<file path="src/rtl/anpc_level_sched.sv">
// rtl/anpc_level_sched.sv - level command scheduler for a three-level ANPC leg FSM
module anpc_level_sched #(
    parameter int LOCK_W = 16
) (
    input  logic              clk,
    input  logic              rst,
    input  logic              ce,
    input  logic              en,
    input  logic [1:0]        lev_req,
    input  logic [1:0]        mode,
    input  logic [LOCK_W-1:0] t_lock,
    input  logic [LOCK_W-1:0] t_dwell_zero,
    output logic [1:0]        v_lev,
    output logic [1:0]        comm_type,
    output logic              busy,
    output logic              err_req,
    output logic [LOCK_W-1:0] cmd_cnt
);

    typedef enum logic {
        READY = 1'b0,
        LOCK  = 1'b1
    } state_t;

    localparam logic [1:0] LEV_ZERO = 2'd0;
    localparam logic [1:0] LEV_BAD  = 2'd3;

    state_t            state;
    state_t            state_nxt;
    logic [LOCK_W-1:0] lock_cnt;
    logic [LOCK_W-1:0] lock_nxt;
    logic [LOCK_W-1:0] cmd_cnt_nxt;
    logic [1:0]        v_lev_nxt;
    logic [1:0]        comm_nxt;
    logic [1:0]        rot_idx;
    logic [1:0]        rot_nxt;
    logic              err_nxt;

    logic [1:0]        tgt;
    logic [LOCK_W-1:0] lock_min;
    logic [LOCK_W-1:0] lock_zero;
    logic [1:0]        rot_type;
    logic [1:0]        sel_type;

    // Target level, lockout lengths and the commutation type chosen for a move into zero
    always_comb begin
        tgt       = en ? lev_req : LEV_ZERO;
        lock_min  = (t_lock == '0) ? LOCK_W'(1) : t_lock;
        lock_zero = (t_dwell_zero > lock_min) ? t_dwell_zero : lock_min;
        case (rot_idx)
            2'd0:    rot_type = 2'd0;
            2'd1:    rot_type = 2'd2;
            default: rot_type = 2'd3;
        endcase
        case (mode)
            2'd0:    sel_type = 2'd0;
            2'd1:    sel_type = 2'd2;
            2'd2:    sel_type = 2'd3;
            default: sel_type = rot_type;
        endcase
    end

    // Next-state and command decisions; P<->N requests are split so only zero is issued now
    always_comb begin
        state_nxt   = state;
        lock_nxt    = lock_cnt;
        cmd_cnt_nxt = cmd_cnt;
        v_lev_nxt   = v_lev;
        comm_nxt    = comm_type;
        rot_nxt     = rot_idx;
        err_nxt     = 1'b0;
        case (state)
            READY: begin
                if (en && lev_req == LEV_BAD) begin
                    err_nxt = 1'b1;
                end else if (tgt != v_lev) begin
                    cmd_cnt_nxt = cmd_cnt + LOCK_W'(1);
                    state_nxt   = LOCK;
                    if (tgt == LEV_ZERO || v_lev == LEV_ZERO) begin
                        v_lev_nxt = tgt;
                        lock_nxt  = lock_min;
                    end else begin
                        v_lev_nxt = LEV_ZERO;
                        lock_nxt  = lock_zero;
                    end
                    // Only moves out of P or N into zero pick a new commutation type
                    if (v_lev != LEV_ZERO && v_lev_nxt == LEV_ZERO) begin
                        comm_nxt = sel_type;
                        if (mode == 2'd3) begin
                            rot_nxt = (rot_idx == 2'd2) ? 2'd0 : rot_idx + 2'd1;
                        end
                    end
                end
            end
            LOCK: begin
                lock_nxt = lock_cnt - LOCK_W'(1);
                if (lock_cnt == LOCK_W'(1)) begin
                    state_nxt = READY;
                end
            end
            default: begin
                state_nxt = READY;
                lock_nxt  = '0;
            end
        endcase
    end

    // State and output registers, advanced only on enabled cycles
    always_ff @(posedge clk or negedge rst) begin
        if (!rst) begin
            state     <= READY;
            lock_cnt  <= '0;
            cmd_cnt   <= '0;
            v_lev     <= LEV_ZERO;
            comm_type <= 2'd0;
            rot_idx   <= 2'd0;
            err_req   <= 1'b0;
            busy      <= 1'b0;
        end else if (ce) begin
            state     <= state_nxt;
            lock_cnt  <= lock_nxt;
            cmd_cnt   <= cmd_cnt_nxt;
            v_lev     <= v_lev_nxt;
            comm_type <= comm_nxt;
            rot_idx   <= rot_nxt;
            err_req   <= err_nxt;
            busy      <= (state_nxt == LOCK);
        end
    end

endmodule

</file>
<file path="config.mk">
export PLATFORM = sky130hd
export DESIGN_NAME = anpc_level_sched
export DESIGN_NICKNAME = d
export VERILOG_FILES = /design/src/rtl/anpc_level_sched.sv
export SDC_FILE = /design/constraint.sdc
export NUM_CORES = 1
export LEC_CHECK = 0
export ABC_AREA = 1
export ABC_CLOCK_PERIOD_IN_PS = 2000
export CAP_MARGIN = 0
export CELL_PAD_IN_SITES_DETAIL_PLACEMENT = 1
export CELL_PAD_IN_SITES_GLOBAL_PLACEMENT = 1
export CORE_ASPECT_RATIO = 0.5
export CORE_MARGIN = 2
export CORE_UTILIZATION = 37
export CTS_BUF_LIST = sky130_fd_sc_hd__clkbuf_8 sky130_fd_sc_hd__clkbuf_16
export DETAILED_ROUTE_END_ITERATION = 10
export PLACE_DENSITY_LB_ADDON = 0.1
export SETUP_SLACK_MARGIN = 0.15
export SYNTH_ARGS = -nofsm -noshare
export SYNTH_HDL_FRONTEND = slang
export SYNTH_SLANG_ARGS = --single-unit
</file>
<file path="constraint.sdc">
create_clock -name clk -period 2 [get_ports clk]
set_clock_uncertainty 0.1 [all_clocks]
set_input_delay 0.4 -clock clk [delete_from_list [all_inputs] [get_ports clk]]
set_output_delay 0.4 -clock clk [all_outputs]
set_load 0.1 [all_outputs]
</file>
==> impl_metrics.csv <==
group,metric,value,unit
logic_synthesis,synth_xor_area_frac,0.0577,
placed_design,gp_congestion,0.787,
setup_path,critPathKind,"input pin to flip-flop",
setup_path,crit_required,2.12,ns
setup_path,crit_top_cell,"nand2_1",
grt,grt_pass1_vias,3672,
timing,rsz0062_at_grt,"yes",
floorplanning,chipWidth,132,µm
timing,maxSlewHeadroom,0.736,
route,drc,0,
logic_synthesis,syn_area,3040,µm²
clock_tree,clkTransAtPathRegs,0.06,ns
timing,fin_crit_sh,1.12,
placed_design,pre_cts_ws,-0.855,ns
finish,drive_above_1_share,0.346,
clock_tree,cts.sinks,40,
logic_synthesis,seq_area_frac_synth,0.329,
timing,worst_slew_pin_slew,0.395,ns
timing,final_hold_viol_count,0,
power_and_ir_drop,leakagePower,2.56,nW
logic_synthesis,synth-seq-cells,40,
hold_path,hold_class,"flip-flop to flip-flop",
route,viasPerCell,5.06,
logic_synthesis,yosysUniqueCellTypes,32,
logic_synthesis,synth_mux_area_frac,0,
route,dr.pass1.iters,4,
clock_tree,clk_path_buf_depth,2,
grt,antenna_found_initial,0,
power_and_ir_drop,p_per_area,1020,nW/µm²
timing,period_needed,2.24,ns
setup_path,cp-end-kind,"flip-flop",
route,vias,3401,
grt,grt-ovfl-total,0,
grt,grt_pass1_wl,17.9,mm
grt,track_usage,0.253,
floorplanning,die_y,68.1,µm
finish,fillers,948,
logic_synthesis,synth_nets,482,
grt,grt_start_max_net_pins,21,
logic_synthesis,netlist_instances,420,
route,wl,11.0,mm
setup_path,reg2reg_slack,0.13,ns
clock_tree,root_buffer,"clkbuf_16",
logic_synthesis,synth_simple_gate_area_frac,0.324,
setup_path,path_cells,"buf_2 > buf_4 > inv_1 > ha_1 > buf_4 > a21oi_1 > nor2_1 > nor2_1 > nand2_1 > nand2_2 > nand2_4 > buf_6 > nand3_2 > nand3_1 > nand2_1 > nand2_1 > nand2_1",
finish,final_nets,621,
job,maxCapViolCount,0,
timing,report.final.slew_viol_count,0,
logic_synthesis,synth_fa_ha_area_frac,0.0906,
finish,synthToLayoutAreaGrowth,63.8,%
placed_design,numPortBuffers,61,
logic_synthesis,yosysWarnings,0,
logic_synthesis,synth_top_family_by_area,"simple AND/OR/NAND/NOR gates",
setup_path,cp.arrival,2.36,ns
outcome,status,"finished with violations",
route,ant_nets,0,
finish,regArea,1010,µm²
clock_tree,tritoncts,"done",
timing,setup_ws,-0.243,ns
outcome,violations,"setup timing",
setup_path,cp_max_fo,7,
placed_design,hpwlAfterDp,7.14,mm
logic_synthesis,synth-compound-area-share,0.103,
finish,fin_util,0.624,
clock_tree,h-tree-depth,2,
floorplanning,ios,62,
floorplanning,row_count,23,
clock_tree,cts_buffers,5,
setup_path,crit_slowest_cell,"ha_1",
setup_path,critPathBufInv,5,
timing,max_freq,446,MHz
logic_synthesis,avgSynthCellArea,7.23,µm²
floorplanning,die_area,9000,µm²
setup_path,max_stage_delay,0.32,ns
setup_path,cpLargestDelayFamily,"simple AND/OR/NAND/NOR gates",
route,drtIter0Drc,145,
setup_path,start_kind,"input pin",
finish,multiInputGateArea,2030,µm²
clock_tree,clock_latency,0.28,ns
route,detail_route.wl_per_cell,16.4,µm
floorplanning,core,7970,µm²
power_and_ir_drop,ir_worst_vdd,0.856,mV
floorplanning,initial_utilization,0.381,
timing,setup_viol_count_final,16,
finish,antenna_cells,0,
## worst paths after layout
path	to	start	cells past startpoint
setup / recovery	lock_cnt[7]$_DFFE_PN0P_	t_lock[5]	17
hold / removal	lock_cnt[13]$_DFFE_PN0P_	lock_cnt[13]$_DFFE_PN0P_	2
setup reg to reg	lock_cnt[15]$_DFFE_PN0P_	lock_cnt[2]$_DFFE_PN0P_	9
hold reg to reg	lock_cnt[13]$_DFFE_PN0P_	lock_cnt[13]$_DFFE_PN0P_	2
max in group asynchronous	cmd_cnt[3]$_DFFE_PN0P_	rst	3
min in group asynchronous	cmd_cnt[6]$_DFFE_PN0P_	rst	2
## cells in the mapped netlist, drive strengths merged
cell	count	area, µm²
nor3	7	45.0
a31oi	4	25.0
a21oi	16	91.3
o21ai	25	125
nand2	120	465
xnor2	3	26.3
xor2	17	149
nand3b	8	60.1
o31ai	1	7.51
buf	5	37.5
inv	63	241
dfrtp	40	1000
clkbuf	3	11.3
nand3	34	175
a21boi	6	48.8
nor4	5	31.3
ha	22	275
nor2	31	156
a21o	1	7.51
nand4	8	50.1
o21a	1	7.51
## worst register-to-register path, stage by stage (launching register included)
cell      delay (ns)
dfrtp_1         0.43
nor2_2          0.17
nand2_1         0.10
nor2_1          0.13
nand3b_1        0.23
o21ai_0         0.22
nand2_1         0.06
o21ai_0         0.15
inv_1           0.08
a21boi_2        0.13
## placed cells by master, fill, tap and decap left out, types with 3 or more instances in the layout
| cell type | instances |
|---|---|
| a31oi_1 | 4 |
| xor2_1 | 17 |
| clkdlybuf4s50_1 | 4 |
| nor2_2 | 6 |
| dfrtp_2 | 9 |
| a21boi_1 | 4 |
| xnor2_1 | 3 |
| o21ai_1 | 6 |
| nor3_1 | 5 |
| buf_6 | 14 |
| nand2_2 | 13 |
| nand3_1 | 16 |
| a21oi_1 | 14 |
| o21ai_0 | 17 |
| ha_4 | 3 |
| dfrtp_1 | 31 |
| nand4_1 | 8 |
| dlygate4sd2_1 | 18 |
| nand2_1 | 104 |
| nor4_4 | 3 |
| nand2_4 | 4 |
| clkbuf_16 | 5 |
| nand3b_1 | 8 |
| nor2_1 | 21 |
| buf_12 | 23 |
| inv_1 | 62 |
| nand3_2 | 18 |
| buf_4 | 68 |
| buf_2 | 8 |
| ha_1 | 19 |
## state kept, by name, summed over array words and instances, names as in the netlist
signal     cells
cmd_cnt       16
comm_type      2
err_req        1
lock_cnt      16
rot_idx        2
state          1
v_lev          2
## final cells by class
type	instances	share of cell area
tap	112	0.0282
timing repair buffer	138	0.283
clock inverter	2	0.00151
multi-input combinational	311	0.408
sequential	40	0.203
inverter	63	0.0485
clock buffer	6	0.0279
## cell families after synthesis
family	Yosys count
flops	40
buf+inv	71
fa+ha+maj	22
xor+xnor	20
compound gates	54
simple gates	213
## what timing repair did
| item | 4_1_cts | 5_1_grt |
|---|---|---|
| pin swaps | 54 | 24 |
| setup endpoints to repair | 20 | 16 |
| hold buffers | 1 | 0 |
| buffers inserted | 22 | 0 |
| gates cloned | 2 | 1 |
| gates resized for setup | 146 | 14 |
| hold endpoints to repair | 14 | 0 |
## report_power, final
| group | leakage (nW) | internal (mW) | switching, mW |
|---|---|---|---|
| Clock | 0.0795 | 0.487 | 0.308 |
| Combinational | 2.01 | 1.13 | 1.78 |
| Sequential | 0.470 | 1.08 | 0.291 |
| Total | 2.56 | 2.70 | 2.38 |
## per-layer routing
layer	part of all wire	track usage	wire length, µm	up-vias
met5	0	0	0	-
met3	0.038	0.0407	419	28
met4	0.022	0.0829	240	0
met2	0.50	0.496	5490	90
li1	-	-	-	1639
met1	0.44	0.292	4870	1644
## per-stage QoR
step | hold WS, ns | TNS, ns | cell area [µm²] | std cells | power, mW
floorplan | 0.00441 | -0.566 | 3090 | 420 | 2.96
global placement | 0.264 | -12.91 | 4400 | 638 | 3.91
detailed placement | 0.245 | -14.35 | 4400 | 638 | 3.99
CTS | 0.389 | -1.67 | 4910 | 671 | 5.01
global route | 0.413 | -5.13 | 4980 | 672 | 5.38
finish | 0.390 | -3.13 | 4980 | 672 | 5.08
(Power assumes the default switching activity.)
